==> config.mk <==
export PLATFORM = sky130hd
export DESIGN_NAME = spi_device
export DESIGN_NICKNAME = d
export VERILOG_FILES = /design/src/rtl/spi_device.sv
export SDC_FILE = /design/constraint.sdc
export NUM_CORES = 1
export LEC_CHECK = 0
export CAP_MARGIN = 20
export CORE_MARGIN = 2
export CORE_UTILIZATION = 57
export DETAILED_ROUTE_END_ITERATION = 16
export PLACE_DENSITY_LB_ADDON = 0.12
export SYNTH_ARGS = -nofsm -noshare
export SYNTH_HDL_FRONTEND = slang
export SYNTH_SLANG_ARGS = --single-unit
export TNS_END_PERCENT = 50
==> constraint.sdc <==
create_clock -name clk -period 4.2 [get_ports clk]
set_input_delay 0.63 -clock clk [delete_from_list [all_inputs] [get_ports clk]]
set_output_delay 0.63 -clock clk [all_outputs]
set_load 0.005 [all_outputs]
==> src/rtl/spi_device.sv <==
`default_nettype none
// ============================================================================
//  Module   : spi_device
//  Purpose  : SPI mode-0 peripheral (CPOL=0, CPHA=0, MSB first, 8-bit bytes).
//             The SPI pads are synchronized into the clk domain.
//             Received bytes are presented on rx_data with a one-clk
//             rx_strobe. Bytes to send back are loaded through a one-deep
//             holding register (tx_data/tx_strobe). When nothing is held at
//             the start of a byte slot, 8'h00 is sent.
//  Ports    : clk, reset         - system clock, synchronous active-high reset
//             spi_sck/cs/copi    - asynchronous SPI pad inputs
//             spi_cipo(_oe)      - serial data out and its pad output enable
//             cs                 - synchronized chip select (1 = deselected)
//             rx_data/rx_strobe  - last received byte and its update pulse
//             tx_data/tx_strobe  - byte to return and its load pulse
//  Revision : 1.0 - initial release
// ============================================================================
module spi_device #(
  parameter int SYNC_STAGES = 2
) (
  input  logic       clk,
  input  logic       reset,
  input  logic       spi_sck,
  input  logic       spi_cs,
  input  logic       spi_copi,
  output logic       spi_cipo,
  output logic       spi_cipo_oe,
  output logic       cs,
  output logic [7:0] rx_data,
  output logic       rx_strobe,
  input  logic [7:0] tx_data,
  input  logic       tx_strobe
);

  // A chain shorter than two flops cannot resolve metastability, so clamp it.
  localparam int STAGES = (SYNC_STAGES < 2) ? 2 : SYNC_STAGES;

  localparam logic ST_DESELECTED = 1'b0;
  localparam logic ST_SHIFT      = 1'b1;

  // --------------------------------------------------------------------------
  // Pad synchronizers, preset to the idle bus levels
  // --------------------------------------------------------------------------
  logic [STAGES-1:0] sck_sync;
  logic [STAGES-1:0] cs_sync;
  logic [STAGES-1:0] copi_sync;
  logic              sck_dly;
  logic [STAGES-1:0] settle_sr;
  logic              armed;

  always_ff @(posedge clk) begin
    if (reset) begin
      sck_sync  <= '0;
      cs_sync   <= '1;
      copi_sync <= '0;
      sck_dly   <= 1'b0;
      settle_sr <= '0;
      armed     <= 1'b0;
    end else begin
      sck_sync  <= {sck_sync[STAGES-2:0], spi_sck};
      cs_sync   <= {cs_sync[STAGES-2:0], spi_cs};
      copi_sync <= {copi_sync[STAGES-2:0], spi_copi};
      sck_dly   <= sck_sync[STAGES-1];
      settle_sr <= {settle_sr[STAGES-2:0], 1'b1};
      // The preset CS=1 in the chain is not a real observation of the pad.
      // Selection is only allowed once a genuine high has been seen, so a
      // CS held low across reset does not start a transfer mid-byte.
      if (settle_sr[STAGES-1] && cs_sync[STAGES-1]) begin
        armed <= 1'b1;
      end
    end
  end

  logic sck_s;
  logic cs_s;
  logic copi_s;
  logic sck_rise;
  logic sck_fall;

  assign sck_s    = sck_sync[STAGES-1];
  assign cs_s     = cs_sync[STAGES-1];
  assign copi_s   = copi_sync[STAGES-1];
  assign sck_rise = sck_s & ~sck_dly;
  assign sck_fall = ~sck_s & sck_dly;
  assign cs       = cs_s;

  // --------------------------------------------------------------------------
  // State machine: register / next state / outputs
  // --------------------------------------------------------------------------
  logic state;
  logic state_next;
  logic enter_shift;
  logic leave_shift;
  logic in_shift;

  always_ff @(posedge clk) begin
    if (reset) begin
      state <= ST_DESELECTED;
    end else begin
      state <= state_next;
    end
  end

  always_comb begin
    state_next = state;
    case (state)
      ST_DESELECTED: if (armed && !cs_s) state_next = ST_SHIFT;
      ST_SHIFT:      if (cs_s)           state_next = ST_DESELECTED;
      default:                           state_next = ST_DESELECTED;
    endcase
  end

  always_comb begin
    enter_shift = 1'b0;
    leave_shift = 1'b0;
    in_shift    = 1'b0;
    spi_cipo_oe = 1'b0;
    if (state == ST_SHIFT) begin
      spi_cipo_oe = 1'b1;
      leave_shift = (state_next == ST_DESELECTED);
      in_shift    = (state_next == ST_SHIFT);
    end else begin
      enter_shift = (state_next == ST_SHIFT);
    end
  end

  // --------------------------------------------------------------------------
  // Datapath
  // --------------------------------------------------------------------------
  logic [2:0] bit_cnt;
  logic [7:0] rx_shift;
  logic [7:0] tx_shift;
  logic [7:0] hold;
  logic       hold_valid;
  logic       load_pending;   // bit 7 sampled; reload tx on the next fall
  logic       tx_load;
  logic [7:0] rx_next;

  assign tx_load  = enter_shift | (in_shift & sck_fall & load_pending);
  assign rx_next  = {rx_shift[6:0], copi_s};
  assign spi_cipo = tx_shift[7];

  always_ff @(posedge clk) begin
    if (reset) begin
      bit_cnt      <= 3'd0;
      rx_shift     <= 8'h00;
      rx_data      <= 8'h00;
      rx_strobe    <= 1'b0;
      tx_shift     <= 8'h00;
      hold         <= 8'h00;
      hold_valid   <= 1'b0;
      load_pending <= 1'b0;
    end else begin
      rx_strobe <= 1'b0;

      if (leave_shift) begin
        // Any partial byte is dropped; the next selection starts at bit 0.
        bit_cnt      <= 3'd0;
        load_pending <= 1'b0;
        hold_valid   <= 1'b0;
      end else if (in_shift) begin
        if (sck_rise) begin
          rx_shift <= rx_next;
          bit_cnt  <= bit_cnt + 3'd1;
          if (bit_cnt == 3'd7) begin
            rx_data      <= rx_next;
            rx_strobe    <= 1'b1;
            load_pending <= 1'b1;
          end
        end
        if (sck_fall) begin
          if (load_pending) begin
            load_pending <= 1'b0;
          end else begin
            tx_shift <= {tx_shift[6:0], 1'b0};
          end
        end
      end

      if (tx_load) begin
        tx_shift   <= hold_valid ? hold : 8'h00;
        hold_valid <= 1'b0;
      end

      // Placed last so a strobe coinciding with a load survives for the
      // next byte slot rather than being consumed or cleared.
      if (tx_strobe) begin
        hold       <= tx_data;
        hold_valid <= 1'b1;
      end
    end
  end

endmodule
`default_nettype wire

* Yosys cells after proc, flatten, opt, wreduce, memory -nomap -nowiden
Index checks and enable logic that the tools add are counted.
Word-level totals: register bits after elaboration 48, bits of input ports 14, word-level logic and storage cells 66, output and inout port bits 12
Operators by class: add/subtract/negate cells 1, equal/unequal tests 3, reductions and logical operators 12, mux-type cells 22, bitwise gates (word level) 12
Operators by type and width (number):
- $mux 8 | 6
- $mux 1 | 15
- $reduce_and 4->1 | 2
- $not 1->1 | 7
- $and 1x1->1 | 4
- $ne 2x1->1 const B | 2
- $reduce_bool 2->1 | 2
- $reduce_or 4->1 | 1
- $add 3x1->3 const B | 1
- $eq 3x3->1 const B | 1
- $reduce_and 3->1 | 1
- $reduce_bool 3->1 | 1
- $logic_and 1x1->1 | 2
- $pmux 1 s2 | 1
- $reduce_and 2->1 | 1
- $reduce_or 2->1 | 1
- $logic_not 1->1 | 1
- $or 1x1->1 | 1

* Logic depth before layout (Yosys ltp)
depth in word-level cells 10, mapped depth 6, depth with buffers taken out 5

* Worst setup path after synthesis
Ideal clock, no wire load.
path kind input to register, from input tx_strobe, to register hold[0], path buffers 1, setup time 128 ps, arrival time 1270 ps, path slack 2802 ps, stages 3, required time 4072 ps, path through clkbuf_1 mux2i_1 nor2_1
RTL lines:
- start, declared | line 32 | input logic tx_strobe
- end signal, assigned | line 188 | hold <= tx_data;
- end, declared | line 133 | logic [7:0] hold;

* Worst setup path in the final report
from register cs_sync[1], to output cs
RTL lines:
- start, declared | line 45 | logic [STAGES-1:0] cs_sync;
- start signal, assigned | line 61 | cs_sync <= {cs_sync[STAGES-2:0], spi_cs};
- end, declared | line 28 | output logic cs,
No word-level cell between the ends.

==> results.txt <==
Total CTS buffers: 5
Most frequent cell after synthesis: dfxtp_1
Worst-Skew Late Latency: 360 ps
Slew headroom: 0.549
Worst Skew: 9.80 ps
Clock Root Buffer: clkbuf_4
Initial antenna violation count: 0
Post-synth ARST share: 0
Synth top area share: 0.505
R2R Setup Slk: 2430 ps
Yosys reg bits: 48
# DRC: 0
Leakage: 0.738 nW
Leading area contributor after synthesis: dfxtp_1
Post-synth top cells: dfxtp_1, nand2_1, a21oi_1, clkbuf_1, nor2_1
CP Buf/Inv Count: 1
Post-CTS setup repair buffer count: 0
Input/output buffers: 25
CP Max Fanout: 11
H-Tree Depth: 2
Slew Viols, Final: 0
Share of cells above drive strength 1: 0.0776
Worst VDD drop: 0.281 mV
Tot Pwr: 0.746 mW
Core ar.: 3100 um^2
Largest net degree at the start of global routing: 32
Slowest cell on the critical path: dfxtp_1
Worst R2R Start: state
Crit path time final: 2150 ps
# setup viols final: 0
Initial Util: 0.613
Cell Area, Placed: 2110 um^2
Placer Congestion: 0.772
CP Class: reg -> out
ANT nets after route: 0
TritonCTS clock tree: done
Sequential area share after synthesis: 0.505
Num ports: 26
Total GRT Usage: 0.213
Critical Path Start: cs_sync[1]
Vias in the first global route: 1359
Fmax: 465 MHz
P&R area growth vs syn: 15.1%
Post-synthesis area per instance: 9.37 um^2
Synth warnings: 0
Cts repair resizes: 0
RSZ-0062 raised after global routing: false
Worst Path Required: 3570 ps
Sink Count: 48
Met3 WL: 153 um
Cells after Synth: 203
Hold Startpoint: cs_sync[0]
Worst-case reg-to-reg path depth: 3
CTS Hold Buffers Added: 0
Dpl hpwl: 2.52 mm
Synth Cell Area: 1900 um^2
Placed Cells: 253
WL final: 3.61 mm
Post-route insts no fill: 263
GRT overflow: 0
First-pass GRT wire length: 6.01 mm
Maximum clock insertion buffer count: 2
Crit-path max cell delay: 580 ps
CP Depth: 1
Chip width: 61.8 um
Top Layer Used: met4
Status: finished, final reports clean
Worst hold path class: reg -> reg
Slew @ Worst Pin: 673 ps
Critical Path AT: 1520 ps
Period utilisation layout: 0.512
Final hold violation count: 0
Post-route cell area: 2190 um^2
Via total after detailed routing: 1477
Crit-path cells: clkdlybuf4s50_1
Worst-path clk slew: 130 ps
PD cells: 341 nW/um^2
Syn nets: 219
Pre-Repair DR Iteration Count: 4
Synth top area cells: dfxtp_1, a21oi_1, nand2_1
Drt wl/cell: 13.7 um
Overall die area: 3810 um^2
Worst setup path end: cs
ANT cells: 0
Hold depth: 1
Worst r2r dst: rx_data[6]
Setup TNS: 0 ps
Via density: 5.62
Cell Rows: 20
Setup crit end kind: primary output
Met2 WL post-DR: 1.75 mm
Top_reg_cell synth: dfxtp_1
WL met1: 1.67 mm
Iter 0 DRT Violations: 65
Maxcap violations: 0
Delay-heaviest family, CP: flip-flops
CP startpoint kind: flip-flop
Die height: 61.8 um
EDFF count, synth: 0
Nets: 234
Post-synthesis cell type count: 34
## where the power goes
part	internal, mW	switching, mW
registers	0.467	0.00940
logic	0.0253	0.0197
clock network	0.0814	0.143
total	0.574	0.172
## registers in the layout, indices dropped and copies added (netlist names), 2 cells and up
signal	count
bit_cnt	3
copi_sync	2
cs_sync	2
hold	8
rx_data	8
rx_shift	7
sck_sync	2
settle_sr	2
tx_shift	8
## how the worst min path moves through the flow
stage	end	slack, ps
global placement	cs_sync[1]	390
CTS	cs_sync[1]	430
finish	cs_sync[1]	430
global route	cs_sync[1]	440
detailed placement	cs_sync[1]	400
floorplan	cs_sync[1]	390
## cells by family (layout without fill, tap and decap cells)
group,after synthesis,count (layout),synth area share
AO/OA/AOI/OAI,46,46,0.157
XOR/XNOR,1,1,0.00461
adder cells (fa/ha/maj),2,2,0.0132
buffers and inverters,22,38,0.0605
flip-flops,48,48,0.505
multiplexers,8,8,0.0421
AND/OR/NAND/NOR,76,76,0.217
## placed cells by master (no fill, tap or decap)
master           Yosys  routed
nand3b_1             7       7
clkbuf_4             0       5
o21ai_0             10      10
buf_6                2       1
and3b_1              1       1
xnor2_1              1       1
or2_1                1       1
or2_2                2       2
a311oi_2             2       2
a311oi_1             5       5
and4bb_2             1       1
a2111o_1             1       1
clkbuf_8             0       1
a21oi_1             19      19
a22o_1               1       1
nor3b_1              1       1
o211ai_1             7       7
nor2b_1              7       7
clkinvlp_4           0       2
mux2i_1              8       8
nor4bb_1             1       1
nand2_1             22      22
nor2_1              11      11
nor3_1              10      10
nand3_1              8       8
nand4bb_1            1       1
buf_4                4       1
clkdlybuf4s50_1      0      25
nor3b_4              1       1
buf_2                2       1
inv_1                2       2
nand2b_1             1       1
ha_1                 2       2
dfxtp_1             48      48
nand4b_1             1       1
o21a_1               1       1
## metal layers
| layer | global-route usage | up-vias |
|---|---|---|
| met3 | 0.0497 | 4 |
| met5 | 0 | - |
| met4 | 0.0638 | 0 |
| met1 | 0.276 | 700 |
| li1 | - | 739 |
| met2 | 0.356 | 34 |
## through the flow
step	setup WS (ps)	util	hold slack, ps
floorplan	2800	-	389
global placement	1810	0.679	394
detailed placement	1730	0.679	397
finish	2050	0.706	429
global route	1950	0.706	442
CTS	1960	0.700	433
## layout make-up
class,instances,area [um^2]
multi-input combinational,133,826
clock inverter,2,15.0
fill,271,913
tap,44,55.1
clock buffer,6,51.3
inverter,2,7.51
timing repair buffer,28,274
sequential,48,961
Note: power is estimated with default switching activity, not from simulation.
